==> src/rtl/comperator_sort_ctrl.sv <==
// -----------------------------------------------------------------------------
// comperator_main
//   Unsigned 8-bit magnitude comparator shared by the sort sequencer.
//   Ports:
//     a, b : operands
//     c    : 1 when a > b
//     d    : 1 when a == b
//
// comperator_sort_ctrl
//   Block sorter that time-shares one comperator_main. A block of DEPTH bytes is
//   loaded over a valid/ready input stream, bubble-sorted in place with exactly
//   one compare per cycle, then drained over a valid/ready output stream.
//   Parameters:
//     DEPTH   : bytes per block (2..16)
//     DESCEND : 0 ascending output order, 1 descending output order
//   Ports:
//     clk, rst             : rising-edge clock, asynchronous active-high reset
//     in_valid/in_ready    : input handshake (ready only while loading)
//     in_data              : input byte
//     out_valid/out_ready  : output handshake (valid only while unloading)
//     out_data             : sorted byte, 0 when not unloading
//     busy                 : high while sorting
//     swap_cnt             : swaps made for the current/last block (saturating)
// -----------------------------------------------------------------------------
module comperator_main (
    input  logic [7:0] a,
    input  logic [7:0] b,
    output logic       c,
    output logic       d
);
    assign c = (a > b);
    assign d = (a == b);
endmodule

module comperator_sort_ctrl #(
    parameter int DEPTH   = 4,
    parameter bit DESCEND = 1'b0
) (
    input  logic       clk,
    input  logic       rst,
    input  logic       in_valid,
    output logic       in_ready,
    input  logic [7:0] in_data,
    output logic       out_valid,
    input  logic       out_ready,
    output logic [7:0] out_data,
    output logic       busy,
    output logic [7:0] swap_cnt
);
    localparam int DATA_W = 8;
    localparam int PTR_W  = $clog2(DEPTH);

    localparam logic [PTR_W-1:0] PTR_ONE   = PTR_W'(1);
    localparam logic [PTR_W-1:0] LAST_PTR  = PTR_W'(DEPTH - 1);
    localparam logic [PTR_W-1:0] LAST_PASS = PTR_W'(DEPTH - 2);

    typedef enum logic [1:0] {
        ST_LOAD   = 2'd0,
        ST_SORT   = 2'd1,
        ST_UNLOAD = 2'd2
    } state_t;

    state_t            state_q, state_d;
    logic [PTR_W-1:0]  wr_ptr_q, wr_ptr_d;
    logic [PTR_W-1:0]  rd_ptr_q, rd_ptr_d;
    logic [PTR_W-1:0]  pass_q, pass_d;
    logic [PTR_W-1:0]  idx_q, idx_d;
    logic [DATA_W-1:0] mem_q [DEPTH];
    logic [DATA_W-1:0] mem_d [DEPTH];
    logic [7:0]        swap_cnt_q, swap_cnt_d;

    logic [PTR_W-1:0]  idx_nx;
    logic [PTR_W-1:0]  last_idx;
    logic [DATA_W-1:0] cmp_a, cmp_b;
    logic              cmp_gt, cmp_eq;
    logic              do_swap;

    // Swap counter saturates rather than wrapping.
    function automatic logic [7:0] sat_inc(input logic [7:0] v);
        return (v == 8'hFF) ? v : v + 8'd1;
    endfunction

    // Neighbouring pair under test this cycle; idx never exceeds DEPTH-2,
    // so idx+1 always stays inside the array.
    assign idx_nx   = idx_q + PTR_ONE;
    assign last_idx = LAST_PASS - pass_q;
    assign cmp_a    = mem_q[idx_q];
    assign cmp_b    = mem_q[idx_nx];

    comperator_main u_cmp (
        .a (cmp_a),
        .b (cmp_b),
        .c (cmp_gt),
        .d (cmp_eq)
    );

    // Equal bytes never swap, keeping the sort stable in both orders.
    assign do_swap = DESCEND ? (!cmp_gt && !cmp_eq) : cmp_gt;

    always_comb begin
        state_d    = state_q;
        wr_ptr_d   = wr_ptr_q;
        rd_ptr_d   = rd_ptr_q;
        pass_d     = pass_q;
        idx_d      = idx_q;
        mem_d      = mem_q;
        swap_cnt_d = swap_cnt_q;

        case (state_q)
            ST_LOAD: begin
                if (in_valid) begin
                    mem_d[wr_ptr_q] = in_data;
                    // The counter keeps the previous block's result until new data arrives.
                    if (wr_ptr_q == '0) begin
                        swap_cnt_d = '0;
                    end
                    if (wr_ptr_q == LAST_PTR) begin
                        wr_ptr_d = '0;
                        pass_d   = '0;
                        idx_d    = '0;
                        state_d  = ST_SORT;
                    end else begin
                        wr_ptr_d = wr_ptr_q + PTR_ONE;
                    end
                end
            end

            ST_SORT: begin
                if (do_swap) begin
                    mem_d[idx_q]  = cmp_b;
                    mem_d[idx_nx] = cmp_a;
                    swap_cnt_d    = sat_inc(swap_cnt_q);
                end
                // Full bubble sort with no early exit: latency is fixed.
                if (idx_q == last_idx) begin
                    idx_d = '0;
                    if (pass_q == LAST_PASS) begin
                        state_d = ST_UNLOAD;
                    end else begin
                        pass_d = pass_q + PTR_ONE;
                    end
                end else begin
                    idx_d = idx_nx;
                end
            end

            ST_UNLOAD: begin
                if (out_ready) begin
                    if (rd_ptr_q == LAST_PTR) begin
                        rd_ptr_d = '0;
                        state_d  = ST_LOAD;
                    end else begin
                        rd_ptr_d = rd_ptr_q + PTR_ONE;
                    end
                end
            end

            default: begin
                state_d = ST_LOAD;
            end
        endcase
    end

    always_ff @(posedge clk or posedge rst) begin
        if (rst) begin
            state_q    <= ST_LOAD;
            wr_ptr_q   <= '0;
            rd_ptr_q   <= '0;
            pass_q     <= '0;
            idx_q      <= '0;
            swap_cnt_q <= '0;
            for (int i = 0; i < DEPTH; i++) begin
                mem_q[i] <= '0;
            end
        end else begin
            state_q    <= state_d;
            wr_ptr_q   <= wr_ptr_d;
            rd_ptr_q   <= rd_ptr_d;
            pass_q     <= pass_d;
            idx_q      <= idx_d;
            swap_cnt_q <= swap_cnt_d;
            mem_q      <= mem_d;
        end
    end

    // All outputs decode from registered state only.
    assign in_ready  = (state_q == ST_LOAD);
    assign busy      = (state_q == ST_SORT);
    assign out_valid = (state_q == ST_UNLOAD);
    assign out_data  = (state_q == ST_UNLOAD) ? mem_q[rd_ptr_q] : 8'h00;
    assign swap_cnt  = swap_cnt_q;

endmodule

==> config.mk <==
export PLATFORM = sky130hd
export DESIGN_NAME = comperator_sort_ctrl
export DESIGN_NICKNAME = d
export VERILOG_FILES = /design/src/rtl/comperator_sort_ctrl.sv
export SDC_FILE = /design/constraint.sdc
export NUM_CORES = 1
export LEC_CHECK = 0
export ABC_AREA = 1
export BUFFER_PORTS_ARGS = -buffer_cell sky130_fd_sc_hd__buf_2
export CAP_MARGIN = 20
export CORE_UTILIZATION = 35
export DETAILED_ROUTE_END_ITERATION = 8
export PLACE_DENSITY = 0.52
export SYNTH_ARGS = -nofsm -noshare
export SYNTH_HDL_FRONTEND = slang
export SYNTH_SLANG_ARGS = --single-unit
export TNS_END_PERCENT = 20
==> constraint.sdc <==
create_clock -name clk -period 3.58 [get_ports clk]
set_input_delay 0.716 -clock clk [delete_from_list [all_inputs] [get_ports clk]]
set_output_delay 0.716 -clock clk [all_outputs]
set_load 0.1 [all_outputs]
==> metrics.txt <==
CTS sink cnt 50; port bufs 30; Rows 40; Final Slew Violations 0; Crit Path Class reg2reg; Final TNS setup 0 ps; most numerous cell in the Yosys netlist nand2_1; fillers 1328; largest net degree at the start of global routing 46; Starting Density 36.5%; Commonest cells post-synth nand2_1 (277), nand3_1 (178), nor2_1 (57), dfrtp_1 (50), o21ai_0 (26); DR pass1 iterations 5; depth of the CTS H-tree 2; Critical Path AT 3240 ps; IO Count 31; cell count after placement around 900; Clock Path Buffers 2; Post-Syn Nets ~750; layout cells sized above 1 11.1%; TritonCTS clock tree done; crit end category register; Layout Nets 768; synth top area cells dfrtp_1 (28%), nand2_1 (23%), nand3_1 (20%); Die Span Y between 100 and 150 microns; Yosys warning total 0; unrepaired setup endpoints after global routing no; run status completed; grt total ovfl 0; CP required 3760 ps; Clk pin slew, worst setup/hold paths ~70 ps; Final Instance Area 4890 sq um; Post-CTS Hold Buffers 0; Async SR Flop Fraction 100%; number of gates resized after CTS 0; crit start category register; FF+latch count, synth 50; Via Count 4971; initial antenna violation count 0; wirelength, routed around 16000 microns; reg2reg setup slack around 520 ps; HP Class in2async; final setup fails 0; Initial DRC Count 515; final period utilization 85.5%; first-pass GRT wire length 25800 microns; biggest area consumer among synthesized cells dfrtp_1; Seq/Total Area, Yosys 27.9%; Tot GR Track Use 25.8%; Via-to-Cell Ratio 5.49; top-area cell type share of the netlist area 27.9%; worst rel slew slack 44.8%; # diodes 0; Netlist cell types 33; ANT nets after route 0; Core Area 12300 sq um; Die W approximately 120 microns; Layout area overhead 9.14%; synthesized area per cell ~6.2 sq um; WL per Instance 17.8 microns; final hold slack 401 ps; Final Hold Viols 0; Cells after Synth 721; max-cap violations 0; die area approximately 13000 sq um; CTS Root Cell clkbuf_16; Main synth FF type dfrtp_1; Post-synth EDFFs 0; setup bufs post-CTS 0; vias in the first global route 4627; final worst path period need 3060 ps; DP Wirelength 11400 microns; clk_lat worst skew 290 ps; final std cells w/o fill 905; dpl cell area between 4000 and 5000 sq um; residual DRC count 0; critical path fanouts, max 45; Post-Syn Area around 4500 sq um; clock skew 5.05 ps; Worst Tran Pin Value 819 ps; gpl congestion 0.951; fmax 327 MHz; CTS Buf Count 5
==> worst max-delay path, cell delays in order, from the launching register on <==
cell	delay [ps]
dfrtp_1	410
inv_6	30
ha_1	500
inv_2	200
nand3_1	250
nand2_1	90
ha_1	300
nand2_1	60
nor2_1	170
nand2_1	70
nand2_1	80
nand2_2	90
nand2_8	240
nand2_2	240
nand2_1	110
nand2_1	60
==> cells in the final DEF, fill, tap and decap left out, types with 3 or more instances in the layout <==
cell and n:
dfrtp_1 50, ha_1 20, nor2_1 56, inv_1 20, nand2_2 6, buf_4 10
a21oi_2 9, and2_1 8, nand2_1 277, buf_2 30, nor2_2 3, a21oi_1 7
inv_2 8, clkbuf_16 5, nand3_1 178, o21ai_0 26
==> per-stage QoR <==
step | setup slack (ps) | util [%]
floorplan | 381 | -
global placement | 664 | 38.5
detailed placement | 567 | 38.6
CTS | 535 | 39.8
global route | 302 | 39.8
finish | 519 | 39.8
==> metal layers <==
layer / global-route usage, % / wire (microns) / up-vias
met2: 40.0 / 7080 / 235
met5: 0 / 0 / -
met1: 36.3 / 7240 / 2306
met3: 3.74 / 1260 / 38
li1: - / - / 2392
met4: 9.44 / 532 / 0
==> state kept, by name, indices dropped and copies added, names as in the netlist <==
name,flops
idx_q,2
mem_q,32
pass_q,2
rd_ptr_q,2
state_q,2
swap_cnt,8
wr_ptr_q,2
==> layout make-up <==
type                    count  area (sq um)  area share (%)
clock buffers               7           143            2.92
clock inverters             1          5.00           0.102
inverters                  31           126            2.59
multi-input cells         607          2910            59.5
flip-flops and latches     50          1250            25.6
well taps                 168           210            4.30
repair buffers             41           245            5.02
==> path summary, 6_finish.rpt <==
check | start | endpoint | cells past startpoint
hold / removal | rst | swap_cnt[1]$_DFFE_PP0P_ | 2
max in group asynchronous | rst | mem_q[27]$_DFFE_PP0P_ | 3
hold reg to reg | pass_q[0]$_DFFE_PP0P_ | pass_q[0]$_DFFE_PP0P_ | 1
setup / recovery | idx_q[0]$_DFFE_PP0P_ | mem_q[31]$_DFFE_PP0P_ | 15
setup reg to reg | idx_q[0]$_DFFE_PP0P_ | mem_q[31]$_DFFE_PP0P_ | 15
min in group clk | pass_q[0]$_DFFE_PP0P_ | pass_q[0]$_DFFE_PP0P_ | 1
==> logic make-up after synthesis <==
logic type,synth area share (%)
compound gates,6.29
buf+inv,7.88
flops,27.9
simple gates,51.7
fa+ha+maj,5.59
xor+xnor,0.587
Power is not shown: default switching activity piles up to over one toggle a cycle in this logic, so the estimate is an artifact.
